<file path="src/rtl/bin2bcd_pkg.sv">
// Shared types and helpers for the sequential binary-to-BCD converter.
package bin2bcd_pkg;

    typedef enum logic {StIdle, StShift} state_t;

    typedef logic [3:0] bcd_nibble_t;

    // Iteration counter must hold the value WIDTH itself.
    function automatic int unsigned cnt_width(int unsigned width);
        return (width < 1) ? 1 : $clog2(width + 1);
    endfunction

    function automatic longint unsigned pow10(int unsigned n);
        longint unsigned r;
        r = 1;
        for (int unsigned i = 0; i < n; i++) begin
            if (r < 64'd1_000_000_000_000_000) r = r * 10;
        end
        return r;
    endfunction

endpackage

</file>
<file path="src/rtl/bcd_digit_adj.sv">
// Combinational double-dabble correction: add 3 to a BCD digit of 5 or more.
module bcd_digit_adj
    import bin2bcd_pkg::*;
(
    input  bcd_nibble_t din,
    output bcd_nibble_t dout
);

    always_comb begin
        dout = din;
        if (din >= 4'd5) dout = din + 4'd3;
    end

endmodule

</file>
<file path="src/rtl/bin2bcd_seq.sv">
// Sequential shift-and-add-3 binary-to-BCD converter, one bit per clock.
// Optional leading-zero blanking is enabled with the BIN2BCD_BLANK_EN macro.
module bin2bcd_seq
    import bin2bcd_pkg::*;
#(
    parameter int unsigned WIDTH  = 9,
    parameter int unsigned DIGITS = 3
) (
    input  logic                  clk,
    input  logic                  rst_n,
    input  logic                  start,
    input  logic [WIDTH-1:0]      bin,
    output logic                  busy,
    output logic                  done,
    output logic [4*DIGITS-1:0]   bcd,
    output logic [DIGITS-1:0]     blank
);

    localparam int unsigned CW = cnt_width(WIDTH);

    if (WIDTH < 1 || WIDTH > 16) begin : g_bad_width
        $error("bin2bcd_seq: WIDTH must be in 1..16");
    end
    if (pow10(DIGITS) <= (longint'(1) << WIDTH) - 1) begin : g_bad_digits
        $error("bin2bcd_seq: DIGITS too small for WIDTH");
    end

    state_t              state_q, state_d;
    logic [WIDTH-1:0]    sreg_q, sreg_d;
    logic [4*DIGITS-1:0] work_q, work_d, work_adj;
    logic [4*DIGITS-1:0] bcd_q;
    logic [CW-1:0]       cnt_q, cnt_d;
    logic                done_q, done_d;
    logic                bcd_en;

    for (genvar i = 0; i < DIGITS; i++) begin : g_adj
        bcd_digit_adj u_adj (
            .din  (work_q[4*i +: 4]),
            .dout (work_adj[4*i +: 4])
        );
    end

    always_comb begin
        state_d = state_q;
        sreg_d  = sreg_q;
        work_d  = work_q;
        cnt_d   = cnt_q;
        done_d  = 1'b0;
        bcd_en  = 1'b0;
        case (state_q)
            StIdle: begin
                if (start) begin
                    sreg_d  = bin;
                    work_d  = '0;
                    cnt_d   = CW'(WIDTH);
                    state_d = StShift;
                end
            end
            StShift: begin
                work_d = {work_adj[4*DIGITS-2:0], sreg_q[WIDTH-1]};
                sreg_d = sreg_q << 1;
                cnt_d  = cnt_q - CW'(1);
                // Last iteration: the shifted value is the finished result.
                if (cnt_q == CW'(1)) begin
                    bcd_en  = 1'b1;
                    done_d  = 1'b1;
                    state_d = StIdle;
                end
            end
            default: state_d = StIdle;
        endcase
    end

    always_ff @(posedge clk or negedge rst_n) begin
        if (!rst_n) begin
            state_q <= StIdle;
            sreg_q  <= '0;
            work_q  <= '0;
            cnt_q   <= '0;
            done_q  <= 1'b0;
            bcd_q   <= '0;
        end else begin
            state_q <= state_d;
            sreg_q  <= sreg_d;
            work_q  <= work_d;
            cnt_q   <= cnt_d;
            done_q  <= done_d;
            if (bcd_en) bcd_q <= work_d;
        end
    end

    assign busy = (state_q == StShift);
    assign done = done_q;
    assign bcd  = bcd_q;

`ifdef BIN2BCD_BLANK_EN
    localparam logic [DIGITS-1:0] BlankRst = ~(DIGITS'(1));

    logic [DIGITS-1:0] blank_q, blank_d;
    logic              lz;

    // Walk from the most significant digit down; ones digit is never blanked.
    always_comb begin
        blank_d = '0;
        lz      = 1'b1;
        for (int i = DIGITS - 1; i >= 1; i--) begin
            lz         = lz & (work_d[4*i +: 4] == 4'd0);
            blank_d[i] = lz;
        end
    end

    always_ff @(posedge clk or negedge rst_n) begin
        if (!rst_n) begin
            blank_q <= BlankRst;
        end else if (bcd_en) begin
            blank_q <= blank_d;
        end
    end

    assign blank = blank_q;
`else
    assign blank = '0;
`endif

endmodule
</file>
<file path="config.mk">
export PLATFORM = sky130hd
export DESIGN_NAME = bin2bcd_seq
export DESIGN_NICKNAME = d
export VERILOG_FILES = /design/src/rtl/bin2bcd_pkg.sv /design/src/rtl/bcd_digit_adj.sv /design/src/rtl/bin2bcd_seq.sv
export SDC_FILE = /design/constraint.sdc
export NUM_CORES = 1
export LEC_CHECK = 0
export ABC_AREA = 1
export CORE_ASPECT_RATIO = 0.7
export CORE_MARGIN = 3
export CORE_UTILIZATION = 30
export CTS_BUF_LIST = sky130_fd_sc_hd__clkbuf_2 sky130_fd_sc_hd__clkbuf_4 sky130_fd_sc_hd__clkbuf_8
export CTS_CLUSTER_SIZE = 25
export DETAILED_ROUTE_END_ITERATION = 8
export GPL_ROUTABILITY_DRIVEN = 0
export PLACE_DENSITY = 0.5
export SYNTH_ARGS = -nofsm -noshare
export SYNTH_HDL_FRONTEND = slang
export SYNTH_HIERARCHICAL = 1
export SYNTH_SLANG_ARGS = --single-unit
</file>
<file path="constraint.sdc">
create_clock -name clk -period 1.5 [get_ports clk]
set_input_delay 0.15 -clock clk [delete_from_list [all_inputs] [get_ports clk]]
set_output_delay 0.15 -clock clk [all_outputs]
set_load 0.1 [all_outputs]
</file>
==> impl_metrics.ini <==
[clock_tree]
clk_path_buf_depth = 2
cts.clk_slew.worst_paths_ns = 0.08
cts_tree = done
cts_made_buffers = 5
htree_num_levels = 2
clockRootBuffer = clkbuf_8
worstSkewPairLatency_ns = 0.29
clock-sinks = 39

[worst_setup_path]
cp.required_ns = 1.73
arrival_ns = 1.63
crit_fanout = 4
r2r_slack_ns = 0.11
crit_type = reg -> reg
critPathCaptureType = register
rr_worst_depth = 11
r2r-start = work_q[5]
cp-endpoint = bcd[5]
regToRegEndpoint = bcd[5]
crit_start = work_q[5]
crit_path_start_kind = register

[sta]
timing.final.crit_share = 0.929
finalMaxSlewViolations = 0
hold_violations = 0
setup_viol = 0
rsz0062_at_grt = true
final.min_clock_period_ns = 1.39
fin_tns_setup_ns = 0
skew_ns = 0.00723
fmax_mhz = 718

[cells_and_area]
final_nets = 308
diodes = 0
synthToLayoutAreaGrowth_pct = 33.7
drive_above_1_share = 0.235

[floorplanning]
die_w_um = 105
dieArea_mm2 = 0.00791
initial_core_util = 0.320
die_h_um = 75.3
io_pins = 29
core_area_mm2 = 0.00643
rows = 24

[global_routing]
grt_pass1_vias = 1561
grt_usage = 0.116
grt_pass1_wl_um = 7280
gr-total-overflow = 0
grt_max_degree = 18
grt_antenna_before_repair = 0

[route]
vias_per_cell = 4.14
wl_per_cell_um = 11.1
drtAntennaViolNets = 0
dr.first_iter.drc_count = 45
drc = 0
via_count = 1573
wl_um = 4200
drtPass1Iterations = 4

[synthesis]
syn-cell-area_mm2 = 0.00206
synthCells = 253
avgSynthCellArea_um2 = 8.14
ys.warnings.count = 6

[placed_design]
dp_hpwl_um = 3070
portBuffers = 25

[status]
outcome = finished clean

[flow_run]
maxCapViolations = 0

[hold_path]
hold_path.class = in -> async
[layer usage]
metal / vias up / global-route usage / routed length (µm)
met3: 7 / 0.0254 / 114
met1: 708 / 0.158 / 2270
li1: 836 / - / -
met4: 0 / 0.0582 / 74
met5: - / 0 / 0
met2: 22 / 0.176 / 1740
[worst min path at each step]
stage / startpoint / endpoint / slack [ns] / depth (start not counted)
CTS: rst_n / work_q[11] / 0.33 / 2
floorplan: rst_n / bcd[0] / -0.15 / 0
global route: rst_n / sreg_q[0] / 0.37 / 2
detailed placement: rst_n / cnt_q[0] / 0.12 / 1
finish: rst_n / bcd[11] / 0.32 / 2
global placement: rst_n / cnt_q[0] / 0.11 / 1
[cell usage in the layout, fill, tap and decap left out, types with 2 or more instances in the layout]
cell             instances
dfrtp_2                  2
ha_1                     5
conb_1                   3
clkdlybuf4s50_1         10
nor2_4                   9
dfrtp_1                 37
inv_1                   13
nand2_1                117
buf_12                  16
nand3_1                  9
bufinv_16                2
nor2_1                  16
o21ai_0                  6
buf_4                    8
clkbuf_8                 5
inv_2                    6
o21ai_2                  3
a21oi_2                  2
nand2_2                  6
ha_2                     2
[stage by stage]
stage | utilization | area (µm²) | instances | hold slack (ns) | setup WS, ns
3_3_place_gp | 0.400 | 2570 | 370 | 0.112 | 0.0856
6_report | 0.428 | 2750 | 380 | 0.321 | 0.107
3_5_place_dp | 0.400 | 2570 | 370 | 0.115 | 0.0563
4_1_cts | 0.423 | 2720 | 379 | 0.331 | 0.0412
5_1_grt | 0.428 | 2750 | 380 | 0.368 | -0.0322
2_1_floorplan | - | 2070 | 255 | -0.146 | 0.0218
[what timing repair did]
item / in CTS / in global routing
gates resized for setup: 0 / 10
hold endpoints to repair: 15 / 0
setup endpoints to repair: 0 / 8
hold buffers: 1 / 0
setup buffers: 0 / 1
[sequential cells by signal (all words and copies together), names as in the netlist]
name	cells
bcd	12
work_q	12
sreg_q	9
cnt_q	4
busy	1
done	1
[final cells by class]
type / count / area, µm²
multi-input combinational: 186 / 951
clock inverter: 2 / 60.1
sequential: 39 / 978
tap: 91 / 114
timing repair buffer: 36 / 495
inverter: 20 / 77.6
fill: 681 / 3670
clock buffer: 6 / 76.3
[critical path: stages, from the launching register on]
cell and delay, ns:
dfrtp_1 0.42, inv_2 0.08, ha_4 0.16, nand2_2 0.06, nand2_2 0.07, nor2_4 0.17
nand2_1 0.07, nand2_1 0.06, nand2_1 0.05, nand2_1 0.08, nand2_1 0.05, nand2_1 0.06
Power is left out: the tool's default activity adds up to more than one toggle a clock period on the data nets, which glitch-free logic cannot reach.
